==> config.mk <==
export PLATFORM = sky130hd
export DESIGN_NAME = dual_beam_power_trigger_flat
export DESIGN_NICKNAME = d
export VERILOG_FILES = /design/src/rtl/dual_beam_pkg.sv /design/src/rtl/dual_beam_power_trigger_if.sv /design/src/rtl/beam_power_unit.sv /design/src/rtl/dual_beam_power_trigger.sv /design/src/flat_wrapper.sv
export SDC_FILE = /design/constraint.sdc
export NUM_CORES = 2
export LEC_CHECK = 0
export CORE_ASPECT_RATIO = 1.5
export CORE_UTILIZATION = 66
export DETAILED_ROUTE_END_ITERATION = 10
export DONT_BUFFER_PORTS = 1
export GPL_TIMING_DRIVEN = 0
export PLACE_DENSITY = 0.92
export SLEW_MARGIN = 20
export SYNTH_ARGS = -nofsm -noshare
export SYNTH_HDL_FRONTEND = slang
export SYNTH_HIERARCHICAL = 1
export SYNTH_SLANG_ARGS = --single-unit
==> constraint.sdc <==
create_clock -name clk_i -period 6.4 [get_ports clk_i]
set_clock_uncertainty 0.1 [all_clocks]
set_input_delay 0.64 -clock clk_i [delete_from_list [all_inputs] [get_ports clk_i]]
set_output_delay 0.64 -clock clk_i [all_outputs]
set_load 0.05 [all_outputs]
==> src/rtl/dual_beam_pkg.sv <==
// Shared widths, types and helpers for the dual-beam power trigger.
package dual_beam_pkg;

  localparam int unsigned NBITS  = 5;
  localparam int unsigned NSAMP  = 8;
  localparam int unsigned NCHAN  = 8;
  localparam int unsigned TWIDTH = 18;

  localparam int unsigned BEAMW = NCHAN * NSAMP * NBITS;
  localparam int unsigned SUMW  = 8;
  localparam int unsigned PRODW = 2 * SUMW;
  localparam int unsigned SQW   = 15;
  localparam int unsigned NPART = NSAMP / 2;
  localparam int unsigned PARTW = 16;
  localparam int unsigned PWRW  = 18;

  localparam logic [TWIDTH-1:0] THRESH_RST = TWIDTH'('h3FFFF);

  typedef logic signed [NBITS-1:0] samp_t;
  typedef logic signed [SUMW-1:0]  sum_t;
  typedef logic        [SQW-1:0]   sq_t;
  typedef logic        [PARTW-1:0] part_t;
  typedef logic        [PWRW-1:0]  pwr_t;
  typedef logic        [TWIDTH-1:0] thresh_t;

  // Offset binary to two's complement: x - 16 is just an MSB flip.
  function automatic samp_t to_signed(input logic [NBITS-1:0] x);
    return samp_t'({~x[NBITS-1], x[NBITS-2:0]});
  endfunction

  // Square of a channel sum; |v| <= 128 so the result fits in SQW bits.
  function automatic sq_t square(input sum_t v);
    return SQW'(PRODW'(v) * PRODW'(v));
  endfunction

endpackage

==> src/rtl/dual_beam_power_trigger_if.sv <==
// Beam data, threshold staging and trigger bus of the power trigger.
interface dual_beam_power_trigger_if;
  import dual_beam_pkg::*;

  logic [BEAMW-1:0]  beamA_i;
  logic [BEAMW-1:0]  beamB_i;
  logic [TWIDTH-1:0] thresh_i;
  logic [1:0]        thresh_ce_i;
  logic              update_i;
  logic [1:0]        trigger_o;

  modport master (
    output beamA_i, beamB_i, thresh_i, thresh_ce_i, update_i,
    input  trigger_o
  );

  modport slave (
    input  beamA_i, beamB_i, thresh_i, thresh_ce_i, update_i,
    output trigger_o
  );

endinterface

==> src/rtl/beam_power_unit.sv <==
// One beam: offset conversion, channel sum, square, sample sum and a
// threshold comparison against a double-buffered threshold.
module beam_power_unit
  import dual_beam_pkg::*;
(
  input  logic             clk_i,
  input  logic             rst_ni,
  input  logic [BEAMW-1:0] beam_i,
  input  thresh_t          thresh_i,
  input  logic             thresh_ce_i,
  input  logic             update_i,
  output logic             trigger_o
);

  samp_t   samp_q [NCHAN][NSAMP];
  sum_t    sum_d  [NSAMP];
  sum_t    sum_q  [NSAMP];
  sq_t     sq_q   [NSAMP];
  part_t   part_d [NPART];
  part_t   part_q [NPART];
  pwr_t    pwr_d;
  pwr_t    pwr_q;
  thresh_t pend_q;
  thresh_t act_q;

  // Channel sum per sample; 8 values in -16..15 stay within 8-bit signed.
  always_comb begin
    for (int s = 0; s < NSAMP; s++) begin
      sum_d[s] = '0;
      for (int c = 0; c < NCHAN; c++) begin
        sum_d[s] = sum_d[s] + SUMW'(samp_q[c][s]);
      end
    end
  end

  // Power is summed as a two-level adder tree, one register per level.
  always_comb begin
    pwr_d = '0;
    for (int i = 0; i < NPART; i++) begin
      part_d[i] = PARTW'(sq_q[2*i]) + PARTW'(sq_q[2*i+1]);
      pwr_d     = pwr_d + PWRW'(part_q[i]);
    end
  end

  always_ff @(posedge clk_i or negedge rst_ni) begin
    if (!rst_ni) begin
      samp_q <= '{default: '0};
      sum_q  <= '{default: '0};
      sq_q   <= '{default: '0};
      part_q <= '{default: '0};
      pwr_q  <= '0;
    end else begin
      for (int c = 0; c < NCHAN; c++) begin
        for (int s = 0; s < NSAMP; s++) begin
          samp_q[c][s] <= to_signed(beam_i[NBITS*(NSAMP*c+s) +: NBITS]);
        end
      end
      for (int s = 0; s < NSAMP; s++) begin
        sum_q[s] <= sum_d[s];
        sq_q[s]  <= square(sum_q[s]);
      end
      part_q <= part_d;
      pwr_q  <= pwr_d;
    end
  end

  // Update copies the pending value held before this edge, not a same-cycle load.
  always_ff @(posedge clk_i or negedge rst_ni) begin
    if (!rst_ni) begin
      pend_q    <= THRESH_RST;
      act_q     <= THRESH_RST;
      trigger_o <= 1'b0;
    end else begin
      if (thresh_ce_i) pend_q <= thresh_i;
      if (update_i)    act_q  <= pend_q;
      trigger_o <= (pwr_q > act_q);
    end
  end

endmodule

==> src/rtl/dual_beam_power_trigger.sv <==
// Two independent beam power units sharing threshold staging controls.
module dual_beam_power_trigger
  import dual_beam_pkg::*;
(
  input  logic                       clk_i,
  input  logic                       rst_ni,
  dual_beam_power_trigger_if.slave   bus
);

  logic trig_a;
  logic trig_b;

  beam_power_unit u_beam_a (
    .clk_i       (clk_i),
    .rst_ni      (rst_ni),
    .beam_i      (bus.beamA_i),
    .thresh_i    (bus.thresh_i),
    .thresh_ce_i (bus.thresh_ce_i[0]),
    .update_i    (bus.update_i),
    .trigger_o   (trig_a)
  );

  beam_power_unit u_beam_b (
    .clk_i       (clk_i),
    .rst_ni      (rst_ni),
    .beam_i      (bus.beamB_i),
    .thresh_i    (bus.thresh_i),
    .thresh_ce_i (bus.thresh_ce_i[1]),
    .update_i    (bus.update_i),
    .trigger_o   (trig_b)
  );

  assign bus.trigger_o = {trig_b, trig_a};

endmodule

==> src/flat_wrapper.sv <==
// flat-port wrapper written by rule: the top's interface ports become plain ports
module dual_beam_power_trigger_flat import dual_beam_pkg::*;
  (clk_i, rst_ni, bus_beamA_i, bus_beamB_i, bus_thresh_i, bus_thresh_ce_i, bus_update_i, bus_trigger_o);
  dual_beam_power_trigger_if bus_i ();
  input  logic clk_i;
  input  logic rst_ni;
  input wire logic [$bits(bus_i.beamA_i)-1:0] bus_beamA_i;
  input wire logic [$bits(bus_i.beamB_i)-1:0] bus_beamB_i;
  input wire logic [$bits(bus_i.thresh_i)-1:0] bus_thresh_i;
  input wire logic [$bits(bus_i.thresh_ce_i)-1:0] bus_thresh_ce_i;
  input wire logic [$bits(bus_i.update_i)-1:0] bus_update_i;
  output wire logic [$bits(bus_i.trigger_o)-1:0] bus_trigger_o;
  assign bus_i.beamA_i = bus_beamA_i;
  assign bus_i.beamB_i = bus_beamB_i;
  assign bus_i.thresh_i = bus_thresh_i;
  assign bus_i.thresh_ce_i = bus_thresh_ce_i;
  assign bus_i.update_i = bus_update_i;
  assign bus_trigger_o = bus_i.trigger_o;
  dual_beam_power_trigger u_core (.clk_i(clk_i), .rst_ni(rst_ni), .bus(bus_i));
endmodule
==> out/results.txt <==
run status - finished, violations left
violations in the final reports - design-rule violations
post-detailed-route count of antenna-violating nets - 0
category of the worst setup path capture point - flop
final number of setup-violating endpoints - 0
data required time at the worst endpoint - 6.95 ns
total DRC errors in the routed layout - 1
number of global-route vias before repair - 67200
CTS Buf Count - 116
Via-to-Cell Ratio - 5.66
ratio of cells with drive above 1 in the final layout - 0.0519
GP Congestion - 0.892
cell type with the largest total area after synthesis - dfrtp_1
Worst-Skew Late Latency - 0.77 ns
Final TNS setup - 0 ns
most frequently used cell type in the post-synthesis netlist - inv_1
total via count after detailed routing - 57200
length in cells of the worst reg-to-reg path - 17
post-synthesis cell count - 7474
io pins - 665
post-layout minimum cycle time - 5.27 ns
average cell area after synthesis - 11.6 sq um
Levels on crit path - 17
clock sink total - 1230
height of the die - 446 microns
routed wire length - 227 mm
reg2reg setup slack - 1.13 ns
max cap viols - 0
core footprint - 130000 sq um
Worst setup SP type - flop
cell with the most instances on the worst path - inv_1
drt first-iter violations - 3621
Final nets - 10800
critical path class - reg -> reg
dominant synthesized flop cell - dfrtp_1
post-cts gate resize count - 0
endpoint of the lowest-slack register-to-register path - u_core/u_beam_a/sq_q[59]$_DFF_PN0_
htree depth - 3
final worst path period share - 0.823
number of distinct standard cells referenced by the synthesized netlist - 69
area added between synthesis and finish - 15.4%
Chip Width - 298 microns
number of buffers inserted by post-CTS setup repair - 0
clock tree from TritonCTS - yes
WP buf/inv - 6
Clock Pin Slew Worst Setup and Hold Paths - 0.08 ns
worst endpoint data arrival time - 5.82 ns
synth warn - 6
Final Max Slew Viols - 0
post-synthesis register bit count - 1230
Overall Global Routing Usage - 0.352
clk root buf - clkbuf_16
launching instance or port of the critical path - u_core/u_beam_a/sum_q[30]$_DFF_PN0_
largest stage delay on the critical path - 0.58 ns
number of nets produced by synthesis - 10100
master of the slowest instance on the critical path - fa_1
hold crit path type - in -> async
hold violation total from the final report - 0
commonest cells in the synthesized netlist - inv_1 (1948), fa_1 (1247), dfrtp_1 (1158)
Highest Clock Rate - 190 MHz
pin slew with the least headroom to its limit - 1.02 ns
mapped cell area - 86900 sq um
Top delay family on crit path - adder cells
main area contributors after synthesis - dfrtp_1 (33%), fa_1 (29%), ha_1 (9.8%)
post-synthesis async set-or-reset flop share - 1.00
Clock Path Buffers - 3
sequential fraction of the synthesis area - 0.355
die area - 133000 sq um
pin count of the biggest net entering global routing - 202
HPWL reported at the end of detailed placement - 142 mm
ordered list of cells on the worst path - clkbuf_1 -> inv_1 -> nor2_1 -> inv_1 -> fa_1 -> inv_1 -> fa_1 -> fa_1 -> inv_1 -> fa_1 -> inv_1 -> ha_1 -> nor2b_1 -> a31o_2 -> o41ai_2 -> o21ai_1 -> xnor2_1
Initial Util - 0.667
detailed-router iteration count before antenna repair - 11
setup repair after global routing missed its margin - false
normalized max-slew margin - 0.318
largest fanout on the critical path - 9
remaining global-route overflow - 0
# rows - 162
Routed WL per cell - 22.4 microns
number of antenna violations at the first check in global routing - 24
start of the worst register-to-register path - u_core/u_beam_a/sum_q[30]$_DFF_PN0_
endpoint of the most critical setup path - u_core/u_beam_a/sq_q[59]$_DFF_PN0_
total of buffers placed on input and output ports - 0
Yosys top cell area share - 0.333
number of enable-type register cells in the synthesized netlist - 0
wire length of the first global-routing pass - 357 mm
## cell usage in the layout, fill, tap and decap left out, drive strengths merged, types with 80 or more instances in the layout
cell type	count
inv	1969
fa	1247
dfrtp	1158
ha	678
dlygate4sd3	659
xnor2	453
nand2	288
clkbuf	253
a21oi	220
and2	214
nor2	175
o21ai	133
nor2b	122
a21o	80
## worst min-delay path by stage
stage	end	slack, ns	cells after the start
2_1_floorplan	u_core/u_beam_a/part_q[0]$_DFF_PN0_	0.24	0
3_3_place_gp	u_core/u_beam_b/sq_q[105]$_DFF_PN0_	0.34	0
3_5_place_dp	u_core/u_beam_a/samp_q[70]$_DFF_PN0_	0.25	0
4_1_cts	u_core/u_beam_a/act_q[2]$_DFFE_PN1P_	0.11	3
5_1_grt	u_core/u_beam_a/samp_q[30]$_DFF_PN0_	0.22	2
6_report	u_core/u_beam_a/samp_q[30]$_DFF_PN0_	0.23	2
## repair_timing
action / in CTS / in global routing
setup endpoints to repair: 0 / 0
hold buffers: 660 / 0
hold endpoints to repair: 1056 / 0
## registers in the layout (all words and copies together), names as in the netlist
name                       flops
u_core/u_beam_a/sum_q         64
u_core/u_beam_b/sq_q         112
u_core/u_beam_a/samp_q       320
u_core/u_beam_b/pwr_q         18
u_core/u_beam_b/pend_q        18
u_core/u_beam_a/act_q         18
u_core/u_beam_b/sum_q         64
u_core/u_beam_a/trigger_o      1
u_core/u_beam_b/act_q         18
u_core/u_beam_b/samp_q       320
u_core/u_beam_a/sq_q         112
u_core/u_beam_a/pwr_q         18
u_core/u_beam_a/part_q        64
u_core/u_beam_b/part_q        64
u_core/u_beam_a/pend_q        18
u_core/u_beam_b/trigger_o      1
## kinds of logic after synthesis
group | Yosys count | share of synthesized area
buffers and inverters | 2050 | 0.0886
adder cells (fa/ha/maj) | 1925 | 0.385
flip-flops | 1230 | 0.355
AND/OR/NAND/NOR | 1017 | 0.0596
AO/OA/AOI/OAI | 666 | 0.0511
XOR/XNOR | 532 | 0.0536
multiplexers | 54 | 0.00700
## area by class of cell
cell class | instances | area (sq um)
Antenna cell | 22 | 55.1
Buffer | 102 | 392
Clock buffer | 156 | 3400
Clock inverter | 64 | 903
Fill cell | 6991 | 30000
Inverter | 1948 | 7310
Multi-Input combinational cell | 4194 | 48300
Sequential cell | 1230 | 30900
Tap cell | 1722 | 2150
Timing Repair Buffer | 669 | 6860
## layer usage
metal / part of all wire / global-route usage / vias up / wire length [microns]
li1: - / - / 24000 / -
met1: 0.32 / 0.361 / 29100 / 71600
met2: 0.52 / 0.626 / 2880 / 119000
met3: 0.065 / 0.0669 / 1222 / 14700
met4: 0.096 / 0.283 / 12 / 21700
met5: 0.00031 / 0 / - / 70
## metrics by stage
step | instance area [sq um] | instances | utilization | hold WS (ns) | setup WS, ns
2_1_floorplan | 86900 | 7474 | - | 0.244 | 1.91
3_3_place_gp | 89100 | 9196 | 0.683 | 0.342 | 1.51
3_5_place_dp | 89300 | 9203 | 0.685 | 0.247 | 1.38
4_1_cts | 100000 | 10100 | 0.769 | 0.109 | 1.35
5_1_grt | 100000 | 10100 | 0.769 | 0.223 | 0.874
6_report | 100000 | 10100 | 0.769 | 0.228 | 1.13
Power is not shown: default switching activity piles up to over one toggle a cycle in this logic, so the estimate is an artifact.
